$ cat src/rtl/sigmoid_neuron_backprop.sv
// Backward pass for one sigmoid neuron: delta, per-input error, weight and bias update.
// Define SIGMOID_BP_SAT_EN to saturate 8-bit results; otherwise they wrap (two's complement).
module sigmoid_neuron_backprop #(
  parameter int N_IN      = 2,
  parameter int AW        = 1,
  parameter int LR_SHIFT  = 1,
  parameter int BIAS_INIT = -11
) (
  input  logic                 clk,
  input  logic                 rst,
  input  logic                 req,
  input  logic signed [7:0]    err_in,
  input  logic signed [7:0]    act_in,
  output logic [AW-1:0]        x_idx,
  input  logic signed [7:0]    x_data,
  output logic [AW-1:0]        w_addr,
  input  logic signed [7:0]    w_rdata,
  output logic signed [7:0]    w_wdata,
  output logic                 w_we,
  output logic signed [7:0]    err_out,
  output logic [AW-1:0]        err_idx,
  output logic                 err_valid,
  output logic signed [7:0]    bias,
  output logic                 ack
);

  typedef enum logic [2:0] {S_IDLE, S_DELTA, S_FETCH, S_UPDATE, S_BIAS, S_DONE} state_t;

  localparam logic [AW-1:0] LAST_IDX = AW'(N_IN - 1);

  state_t              state;
  logic [AW-1:0]       idx;
  logic signed [7:0]   err_r, act_r, delta;

  logic signed [15:0]  act_ext, err_ext, delta_ext, x_ext, wr_ext;
  logic signed [15:0]  deriv, delta_prod, grad, back_prod;
  logic signed [16:0]  w_diff, b_diff;
  logic signed [7:0]   w_new, delta_new, err_new, bias_new;

  function automatic logic signed [7:0] limit(input logic signed [16:0] v);
`ifdef SIGMOID_BP_SAT_EN
    if (v > 17'sd127)       return 8'sd127;
    else if (v < -17'sd128) return -8'sd128;
    else                    return v[7:0];
`else
    return v[7:0];
`endif
  endfunction

  // NOTE: every variable gets a value at the top of always_comb so no path leaves it unassigned (no latch).
  always_comb begin
    act_ext    = act_r;
    err_ext    = err_r;
    delta_ext  = delta;
    x_ext      = x_data;
    wr_ext     = w_rdata;
    deriv      = (act_ext * (16'sd16 - act_ext)) >>> 4;
    delta_prod = (err_ext * deriv) >>> 4;
    grad       = (delta_ext * x_ext) >>> 4;
    back_prod  = (wr_ext * delta_ext) >>> 4;
    w_diff     = {wr_ext[15], wr_ext} - {grad[15], (grad >>> LR_SHIFT)};
    b_diff     = {{9{bias[7]}}, bias} - {{9{delta[7]}}, (delta >>> LR_SHIFT)};
    delta_new  = limit({delta_prod[15], delta_prod});
    w_new      = limit(w_diff);
    err_new    = limit({back_prod[15], back_prod});
    bias_new   = limit(b_diff);
  end

  // The write must land while w_addr still holds the index whose data is on w_rdata,
  // so the strobe is decoded from state and vanishes the instant reset clears it.
  assign w_we    = (state == S_UPDATE);
  assign w_wdata = w_we ? w_new : 8'sd0;

  // NOTE: sequential state uses non-blocking assignments so all registers update from pre-edge values.
  always_ff @(posedge clk or posedge rst) begin
    if (rst) begin
      state     <= S_IDLE;
      idx       <= '0;
      x_idx     <= '0;
      w_addr    <= '0;
      err_out   <= '0;
      err_idx   <= '0;
      err_valid <= 1'b0;
      ack       <= 1'b0;
      bias      <= 8'(BIAS_INIT);
      err_r     <= '0;
      act_r     <= '0;
      delta     <= '0;
    end else begin
      err_valid <= 1'b0;
      ack       <= 1'b0;
      case (state)
        S_IDLE: if (req) begin
          err_r <= err_in;
          act_r <= act_in;
          idx   <= '0;
          state <= S_DELTA;
        end
        S_DELTA: begin
          delta  <= delta_new;
          w_addr <= idx;
          x_idx  <= idx;
          state  <= S_FETCH;
        end
        S_FETCH: state <= S_UPDATE;
        S_UPDATE: begin
          err_out   <= err_new;
          err_idx   <= idx;
          err_valid <= 1'b1;
          if (idx == LAST_IDX) begin
            state <= S_BIAS;
          end else begin
            idx    <= idx + AW'(1);
            w_addr <= idx + AW'(1);
            x_idx  <= idx + AW'(1);
            state  <= S_FETCH;
          end
        end
        S_BIAS: begin
          bias  <= bias_new;
          state <= S_DONE;
        end
        S_DONE: begin
          ack   <= 1'b1;
          state <= S_IDLE;
        end
        default: state <= S_IDLE;
      endcase
    end
  end

endmodule
$ cat config.mk
export PLATFORM = sky130hd
export DESIGN_NAME = sigmoid_neuron_backprop
export DESIGN_NICKNAME = d
export VERILOG_FILES = /design/src/rtl/sigmoid_neuron_backprop.sv
export SDC_FILE = /design/constraint.sdc
export NUM_CORES = 1
export LEC_CHECK = 0
export ABC_AREA = 1
export ABC_CLOCK_PERIOD_IN_PS = 25000
export CAP_MARGIN = 15
export CORE_ASPECT_RATIO = 0.8
export CORE_UTILIZATION = 30
export CTS_BUF_LIST = sky130_fd_sc_hd__clkbuf_8
export DETAILED_ROUTE_END_ITERATION = 7
export HOLD_SLACK_MARGIN = 0.06
export PLACE_DENSITY = 0.43
export SLEW_MARGIN = 20
export SYNTH_ARGS = -nofsm -noshare
export SYNTH_HDL_FRONTEND = slang
export SYNTH_SLANG_ARGS = --single-unit
$ cat constraint.sdc
create_clock -name clk -period 25 [get_ports clk]
set_input_delay 2.5 -clock clk [delete_from_list [all_inputs] [get_ports clk]]
set_output_delay 2.5 -clock clk [all_outputs]
set_load 0.02 [all_outputs]
=== Yosys cells after proc, flatten, opt, wreduce, memory -nomap -nowiden ===
Cells that the tools add are included.

* Bits in registers: 48
* Bits of input ports: 35
* Output and inout port bits: 30

* Add/sub/neg operators: 4
* $mul: 4
* Eq/ne operators: 7
* Multiplexer cells: 11
* Reductions and logical operators: 6

{| class="wikitable"
|+ Operators by type and width
! cell !! number
|-
| multiplier 8 x 9 -> 16 bit || 1
|-
| case mux 3 bit (5 select lines) || 1
|-
| multiplier 8 x 8 -> 13 bit || 1
|-
| multiplier 8 x 12 -> 12 bit || 1
|-
| multiplier 8 x 8 -> 12 bit || 1
|-
| subtractor 6 x 8 -> 9 bit (first input constant) || 1
|-
| two-way mux 8 bit || 1
|-
| subtractor 8 x 7 -> 8 bit || 1
|-
| subtractor 8 bit || 1
|-
| == test 3 x 2 -> 1 bit (second input constant) || 2
|-
| == test 3 bit (second input constant) || 2
|-
| two-way mux 3 bit || 2
|-
| AND reduction 2 bit || 3
|-
| two-way mux 1 bit || 5
|-
| != test 2 bit (second input constant) || 2
|-
| case mux 1 bit (2 select lines) || 2
|-
| nonzero test 2 bit || 2
|-
| == test 3 x 1 -> 1 bit (second input constant) || 1
|-
| logical NOT 3 bit || 1
|-
| adder 1 bit (second input constant) || 1
|}

=== Longest topological paths before layout ===
Gate-level depths: netlist (run 1).

* Depth in word-level cells: 3
* Mapped depth: 45

=== Least setup slack after synthesis (run 1) ===
No wires, ideal clock.

* Path type: input to output
* Start point: in x_data[4]
* End point: out w_wdata[7]
* Arrival: 7.105 ns
* Path slack: 15.395 ns
* Stages: 27
* Path through: clkbuf_1 > nand2_1 > inv_1 > fa_1 > inv_1 > fa_1 > fa_1 > fa_1 > inv_1 > ha_1 > a21oi_1 > nand2_1 > xnor2_1 > ha_1 > nand2_1 > nor2_1 > a211oi_1 > nor2_1 > nor2_1 > inv_1 > a21oi_1 > nor2_1 > inv_1 > nand2_1 > a21oi_1 > o21ai_1 > a21oi_1

* Word-level cells in the longest chain between the ends: 3

{| class="wikitable"
|+ RTL lines
! element !! line !! source
|-
| start: declaration || 15 || <nowiki>input logic signed [7:0] x_data,</nowiki>
|-
| multiplier 8 x 8 -> 13 bit || 59 || <nowiki>grad = (delta_ext * x_ext) >>> 4;</nowiki>
|-
| subtractor 8 bit || 61 || <nowiki>w_diff = {wr_ext[15], wr_ext} - {grad[15], (grad >>> LR_SHIFT)};</nowiki>
|-
| two-way mux 8 bit || 72 || <nowiki>assign w_wdata = w_we ? w_new : 8'sd0;</nowiki>
|-
| end: declaration || 18 || <nowiki>output logic signed [7:0] w_wdata,</nowiki>
|}

Every way passes these cells.

=== Worst setup path after layout (run 1) ===
Ends and elaborated chain as after synthesis.

==> run_results.csv, run 1 <==
group,metric,value,unit
global_route,grt_remaining_overflow,0,
final_layout,final_cell_mix,"403 x inv_1, 321 x nand2_1, 173 x fa_1, 123 x ha_1, 89 x nor2_1",
timing,post-route-min-period,10.78,ns
yosys,syn_nets,1768,
setup_path,worstPathMaxFanout,8,
place,numPlacedInstances,1950,
setup_path,end_kind,"output port",
final_layout,fin_cells,1958,
drt,drc,0,
global_route,antenna_found_initial,0,
setup_path,ff2ff_path_depth,37,
timing,maxSlewHeadroom,0.4657,
yosys,ys_ff_latch,48,
setup_path,worstPathBufferInverterCount,7,
timing,finClkSkew,0.01434,ns
drt,drtAntennaViolNets,0,
place,gp_routability_congestion,0.7973,
timing,fin_crit_sh,0.4313,
setup_path,cp_slowest_stage_delay,0.61,ns
setup_path,crit_top_cell,"inv_1",
die,start_util,0.3055,
setup_path,r2r_slack,15.52,ns
cts,clock_path_buffers,2,
cts,cts_tree,"done",
cts,htree_num_levels,2,
setup_path,cpMaxStageDelayCell,"clkdlybuf4s50_1",
final_layout,diodes,0,
global_route,grt_max_degree,49,
place,post-dp-hpwl,23000,um
timing,rsz0062_at_grt,"no",
drt,vias,8224,
yosys,synth_seq_area_share,0.1099,
final_layout,drive_gt1_frac,0.03721,
final_layout,final_nets,1808,
cts,cts_root_buf,"clkbuf_8",
drt,first_pass_iters,4,
final_layout,syn_to_final_growth,10.86,%
yosys,syn-mean-instance-area,7.653,um^2
yosys,syn_area,11000,um^2
drt,drt_wl_total,27080,um
setup_path,cp_top_family,"adder cells",
timing,setup_tns,0,ns
setup_path,reg2reg_from,"act_r[0]",
die,core,35990,um^2
timing,finalSetupViolCount,0,
cts,clock_sinks,48,
global_route,grt_pass1_vias,8520,
setup_path,critPathRequiredTime,22.50,ns
yosys,synth_cells,1437,
setup_path,worst-path-stages,28,
setup_path,cp.arrival,8.28,ns
setup_path,worstSetupStartpoint,"x_data[4]",
global_route,grt_first_pass_wirelength,46380,um
die,die_h,173.3,um
setup_path,endpoint,"w_wdata[7]",
drt,viasPerCell,4.200,
setup_path,cp-start-kind,"input port",
die,die_w,216.1,um
die,pin_count,65,
die,num_rows,62,
yosys,post_synth_num_cell_types,43,
global_route,grt_use_total,0.1559,
drt,drtIter0Drc,372,
cts,postCtsHoldBufs,0,
min_path,worstHoldPathType,"flop to flop",
run_status,status,"complete, no violations",
drt,routedWlPerCell,13.83,um
place,portBuffers,64,
final_layout,multi_input_area,8061,um^2
timing,timing.final.hold_violations,0,
setup_path,worstSetupPathType,"input port to output port",
timing,tightest_slew,0.8014,ns
yosys,yosys_warnings,0,
cts,cts_buffers,5,
timing,max_freq,92.73,MHz
cts,clk_pin_slew,0.11,ns
final_layout,layout_commonest_cell,"inv_1",
cts,cts_setup_buffers,0,
die,die_area,37440,um^2
setup_path,r2r-end,"delta[7]",
final_layout,fillers,3850,
timing,final_max_slew_viol_count,0,
cts,cts_resized,0,
timing,hold_slack,0.4986,ns
run,maxCapViolations,0,
final_layout,regArea,1209,um^2
cts,clk_latency,0.34,ns
final cells by class:
class	instances	area share
Clock buffer	6	0.006773
Clock inverter	2	0.001231
Inverter	415	0.1281
Multi-Input combinational cell	940	0.6612
Sequential cell	48	0.09913
Tap cell	480	0.04926
Timing Repair Buffer	67	0.05439
cell usage after synthesis (all sizes together):
cell | instances | share of area
nor4 | 1 | 0.00057
conb | 1 | 0.00034
nand4 | 10 | 0.0063
and3 | 1 | 0.00057
clkinv | 6 | 0.0022
a31oi | 3 | 0.0017
fa | 173 | 0.31
a21oi | 36 | 0.017
nand3b | 3 | 0.0020
or2 | 7 | 0.0040
bufbuf | 1 | 0.0030
o21bai | 5 | 0.0044
inv | 409 | 0.14
xnor2 | 25 | 0.020
nand3 | 33 | 0.017
nor2 | 90 | 0.031
xor2 | 27 | 0.022
o31ai | 1 | 0.00068
a21o | 4 | 0.0027
and2 | 1 | 0.00057
ha | 123 | 0.14
nand2 | 334 | 0.12
dfrtp | 42 | 0.096
a211oi | 3 | 0.0020
buf | 6 | 0.0032
nor3 | 5 | 0.0027
dfstp | 6 | 0.014
o21ai | 53 | 0.024
o22ai | 1 | 0.00057
clkbuf | 27 | 0.0092
flip-flops by register name, indices dropped and copies added, names as in the netlist:
signal     count
bias           8
err_idx        1
state          3
ack            1
w_addr         1
err_out        8
act_r          8
delta          8
err_r          8
idx            1
err_valid      1
through the flow:
stage          cell area, um^2    util  setup WS [ns]
2_1_floorplan            11000       -          15.40
3_3_place_gp             12100  0.3360          14.31
3_5_place_dp             12100  0.3360          14.20
4_1_cts                  12190  0.3387          14.19
5_1_grt                  12190  0.3387          13.79
6_report                 12190  0.3387          14.22
routing by layer:
metal,up-vias,global-route usage,part of all wire
li1,4261,-,-
met1,3868,0.2467,0.55
met4,0,0.01790,0.0076
met2,84,0.2281,0.41
met5,-,0,0
met3,11,0.02140,0.026
worst min-delay path by stage:
stage	to	depth (start not counted)	from
detailed placement	err_out[4]	2	err_out[4]
global placement	err_out[0]	2	err_out[0]
CTS	err_out[4]	2	err_out[4]
global route	bias[5]	2	bias[5]
floorplan	ack	1	state[1]
finish	err_out[4]	2	err_out[4]
worst min-delay path: stages, from the launching register on:
cell and delay, ns:
dfrtp_1 0.36, nand2_1 0.06, nand2_1 0.06
logic make-up after synthesis:
family / after synthesis / share of synthesized area
DFF: 48 / 0.1099
buffers and inverters: 449 / 0.1573
xor gates and xnor gates: 52 / 0.04209
adders and majority gates: 296 / 0.4548
AOI/OAI and AO/OA: 106 / 0.05336
other: 1 / 0.0003410
and+or+nand+nor: 485 / 0.1821
Power of run 1 is not shown: default switching activity piles up to over one toggle a cycle in this logic, so the estimate is an artifact.
==> run 2, diff against run 1 <==
Settings changed: ABC_CLOCK_PERIOD_IN_PS 25000 to 10800.
Clock period 25 ns to 10.8 ns, I/O delays scaled along.
==> run 2 against run 1 <==
  * Sequential share of layout area about the same
  * Via count up 1.6%
  * Critical path type is now flop to flop
  * Non-clock buffer count up 2
  * First-iteration DRC count up 27%
==> run_results.csv, run 2 (synthesized netlist as in run 1, its figures left out) <==
group,metric,value,unit
place,dp_slack,1.906,ns
place,portBuffers,64,
cts,clk_latency,0.35,ns
setup_path,r2r_slack,1.86,ns
cts,clock_path_buffers,2,
timing,setup_tns,0,ns
final_layout,syn_to_final_growth,11.00,%
drt,drtAntennaViolNets,0,
setup_path,cpMaxStageDelayCell,"fa_1",
die,start_util,0.3055,
final_layout,final_core_util,0.3392,
timing,final_max_slew_viol_count,0,
min_path,hold_end,"err_out[0]",
die,num_rows,62,
timing,worst_slack,1.857,ns
min_path,holdCritStartpoint,"err_out[0]",
die,die_area,37440,um^2
cts,htree_num_levels,2,
place,gp_routability_congestion,0.8675,
cts,cts_buffers,5,
min_path,worstHoldPathType,"flop to flop",
final_layout,layout_commonest_cell,"inv_1",
timing,timing.final.hold_violations,0,
cts,postCtsHoldBufs,0,
drt,first_pass_iters,6,
cts,clk_pin_slew,0.12,ns
setup_path,cp-start-kind,"flop",
die,die_h,173.3,um
cts,clock_sinks,48,
drt,drtIter0Drc,472,
cts,cts_root_buf,"clkbuf_8",
die,core,35990,um^2
setup_path,worstPathMaxFanout,11,
timing,tightest_slew,0.8044,ns
place,post-dp-hpwl,23510,um
final_layout,multi_input_area,8061,um^2
setup_path,critPathRequiredTime,11.10,ns
final_layout,final_nets,1810,
final_layout,final_cell_mix,"403 x inv_1, 321 x nand2_1, 173 x fa_1, 123 x ha_1, 89 x nor2_1",
setup_path,cp.arrival,9.24,ns
global_route,antenna_found_initial,0,
drt,drc,0,
cts,cts_tree,"done",
drt,viasPerCell,4.264,
timing,finalSetupViolCount,0,
final_layout,diodes,0,
run,maxCapViolations,0,
cts,cts_setup_buffers,0,
final_layout,fillers,3919,
global_route,grt_first_pass_wirelength,47500,um
timing,fin_crit_sh,0.8280,
setup_path,end_kind,"flop",
final_layout,drive_gt1_frac,0.03851,
global_route,grt_remaining_overflow,0,
setup_path,cp_slowest_stage_delay,0.55,ns
die,die_w,216.1,um
global_route,grt_use_total,0.1603,
final_layout,fin_cells,1960,
timing,maxSlewHeadroom,0.4637,
drt,drt_wl_total,27750,um
cts,cts_resized,0,
place,numPlacedInstances,1952,
final_layout,regArea,1209,um^2
drt,routedWlPerCell,14.16,um
timing,rsz0062_at_grt,"no",
global_route,grt_max_degree,49,
setup_path,worstSetupPathType,"flop to flop",
timing,finClkSkew,0.01688,ns
drt,vias,8358,
global_route,grt_pass1_vias,8806,
setup_path,r2r-end,"delta[7]",
min_path,whs_path_depth,2,
setup_path,reg2reg_from,"act_r[0]",
setup_path,ff2ff_path_depth,38,
timing,max_freq,111.8,MHz
run_status,status,"complete, no violations",
die,pin_count,65,
timing,post-route-min-period,8.943,ns
-- run 2: metrics by stage --
| stage | cell area, um^2 | hold slack, ns |
|---|---|---|
| 2_1_floorplan | 11000 | 0.4763 |
| 3_3_place_gp | 12110 | 0.4589 |
| 3_5_place_dp | 12110 | 0.4638 |
| 4_1_cts | 12210 | 0.4884 |
| 5_1_grt | 12210 | 0.5361 |
| 6_report | 12210 | 0.4828 |
-- run 2: area by class of cell --
type / count / area share
clock inverters: 2 / 0.001230
multi-input cells: 940 / 0.6603
clock buffers: 6 / 0.006764
well taps: 480 / 0.04920
inverters: 415 / 0.1279
repair buffers: 69 / 0.05555
flip-flops and latches: 48 / 0.09901
-- run 2: worst max-delay path: cells and delay by family, from the launching register on --
kind                       cells  cell delay, ns
and+or+nand+nor               14            1.36
adders and majority gates     12            5.52
buffers and inverters          8            0.85
xor gates and xnor gates       2            0.40
AOI/OAI and AO/OA              2            0.23
DFF                            1            0.52
-- run 2: how the worst max path moves through the flow --
stage / slack [ns] / startpoint / depth (start not counted) / end
floorplan: 2.62 / act_r[0] / 39 / delta[7]
global placement: 1.89 / act_r[0] / 41 / delta[7]
detailed placement: 1.91 / act_r[0] / 39 / delta[7]
CTS: 1.87 / act_r[0] / 38 / delta[7]
global route: 1.05 / act_r[0] / 38 / delta[7]
finish: 1.86 / act_r[0] / 38 / delta[7]
-- run 2: layer usage --
layer | part of all wire | vias up | global-route usage
met3 | 0.037 | 14 | 0.02404
met2 | 0.41 | 117 | 0.2314
li1 | - | 4261 | -
met4 | 0.0081 | 0 | 0.02142
met1 | 0.55 | 3966 | 0.2539
met5 | 0 | - | 0
Power of run 2 is left out for the same reason.
==> run 3, diff against run 2 <==
Settings changed: ABC_CLOCK_PERIOD_IN_PS 10800 to 8029, PLACE_DENSITY 0.43 to 0.44.
Clock period 10.8 ns to 8.03 ns, I/O delays scaled along.
==> run 3 against run 2 <==
  * The run now ends with negative setup slack left
  * Die area did not move
  * Flip-flop and latch count unchanged
  * Non-clock buffer count grew 125
  * Core utilization is 3.9 points higher
  * Worst setup slack lost 1.9 ns
  * Routed wire length grew 4.1%
==> run_results.csv, run 3 (synthesized netlist as in run 1, its figures left out) <==
group,metric,value,unit
global_route,grt_pass1_vias,9465,
timing,tightest_slew,0.7545,ns
place,portBuffers,64,
timing,rsz0062_at_grt,"yes",
cts,cts_tree,"done",
timing,finalSetupViolCount,1,
die,die_area,37440,um^2
drt,drtAntennaViolNets,0,
global_route,antenna_found_initial,0,
timing,max_freq,124.5,MHz
die,pin_count,65,
cts,htree_num_levels,2,
die,core,35990,um^2
place,post-dp-hpwl,23960,um
final_layout,multi_input_area,8502,um^2
min_path,worstHoldPathType,"flop to flop",
place,placed_area,12830,um^2
setup_path,end_kind,"flop",
final_layout,layout_commonest_cell,"inv_1",
timing,final_max_slew_viol_count,0,
drt,first_pass_iters,5,
timing,fin_crit_sh,1.000,
final_layout,final_cell_mix,"392 x inv_1, 294 x nand2_1, 170 x fa_1, 130 x buf_4, 105 x ha_1",
global_route,grt_first_pass_wirelength,49750,um
cts,clock_path_buffers,2,
place,dp_slack,-0.2875,ns
final_layout,fillers,3805,
setup_path,cpMaxStageDelayCell,"fa_1",
die,start_util,0.3055,
global_route,grt_max_degree,49,
final_layout,final_area,13620,um^2
cts,clk_latency,0.36,ns
drt,vias,8822,
die,die_w,216.1,um
timing,worst_slack,-0.002220,ns
setup_path,critPathRequiredTime,8.30,ns
global_route,grt_use_total,0.1668,
timing,post-route-min-period,8.032,ns
cts,cts_buffers,5,
setup_path,cp.arrival,8.30,ns
final_layout,final_core_util,0.3783,
timing,maxSlewHeadroom,0.4970,
setup_path,cp_slowest_stage_delay,0.58,ns
run,maxCapViolations,0,
drt,routedWlPerCell,13.85,um
setup_path,worstSetupPathType,"flop to flop",
drt,drt_wl_total,28900,um
cts,cts_root_buf,"clkbuf_8",
drt,viasPerCell,4.229,
cts,postCtsHoldBufs,0,
final_layout,regArea,1210,um^2
drt,drtIter0Drc,489,
final_layout,syn_to_final_growth,23.80,%
cts,clk_pin_slew,0.13,ns
run_status,status,"complete, but fails checks",
setup_path,cp-start-kind,"flop",
final_layout,final_nets,1935,
drt,drc,0,
setup_path,worstPathMaxFanout,5,
final_layout,drive_gt1_frac,0.1670,
timing,finClkSkew,0.02381,ns
timing,timing.final.hold_violations,0,
setup_path,r2r_slack,-0.002,ns
timing,setup_tns,-0.002220,ns
run_status,violations,"negative setup slack",
die,num_rows,62,
setup_path,crit_top_cell,"buf_4",
global_route,grt_remaining_overflow,0,
cts,clock_sinks,48,
place,gp_routability_congestion,0.8340,
die,die_h,173.3,um
run 3: cell count changes in the layout (fill, tap and decap cells not counted), moves of 11 or more:
cell | previous run | this run
inv_2 | 5 | 16
nand2_2 | 11 | 32
ha_4 | 0 | 16
nand2_1 | 321 | 294
inv_1 | 403 | 392
buf_4 | 5 | 130
ha_1 | 123 | 105
run 3: layout make-up:
cell class                      instances  share of cell area
Clock inverter                          3            0.003400
Antenna cell                            1           0.0001838
Multi-Input combinational cell        940              0.6244
Clock buffer                            5            0.005054
Timing Repair Buffer                  194              0.1187
Sequential cell                        48             0.08886
Tap cell                              480             0.04411
Inverter                              415              0.1152
run 3: critical path, delay by kind of cell (launching register included):
family	cells	cell delay, ns
buf+inv	29	3.30
fa+ha+maj	7	2.68
simple gates	18	1.39
flops	1	0.44
compound gates	1	0.20
run 3: per-stage QoR:
stage / cells / hold slack, ns
final: 2086 / 0.4905
after global routing: 2085 / 0.5289
after CTS: 2083 / 0.4933
after detailed placement: 2047 / 0.4667
after global placement: 2047 / 0.4565
after floorplan: 1437 / 0.4763
run 3: final timing paths:
kind                       startpoint          to  cells after the start
hold / removal             err_out[0]  err_out[0]                      2
setup / recovery             act_r[0]    delta[7]                     55
hold reg to reg            err_out[0]  err_out[0]                      2
setup reg to reg             act_r[0]    delta[7]                     55
min in group asynchronous         rst    err_r[4]                      3
max in group asynchronous         rst    act_r[0]                      3
run 3: layer usage:
layer  vias up  GRT usage  part of all wire
met4         0    0.01761            0.0064
met3        14    0.02158             0.029
met2       110     0.2429              0.41
met1      4186     0.2664              0.56
li1       4512          -                 -
met5         -          0                 0
run 3: timing repair:
item	CTS	global route
setup endpoints to repair	3	5
setup buffers	28	4
pin swaps	46	54
resized for setup	50	51
Power of run 3 is left out for the same reason.
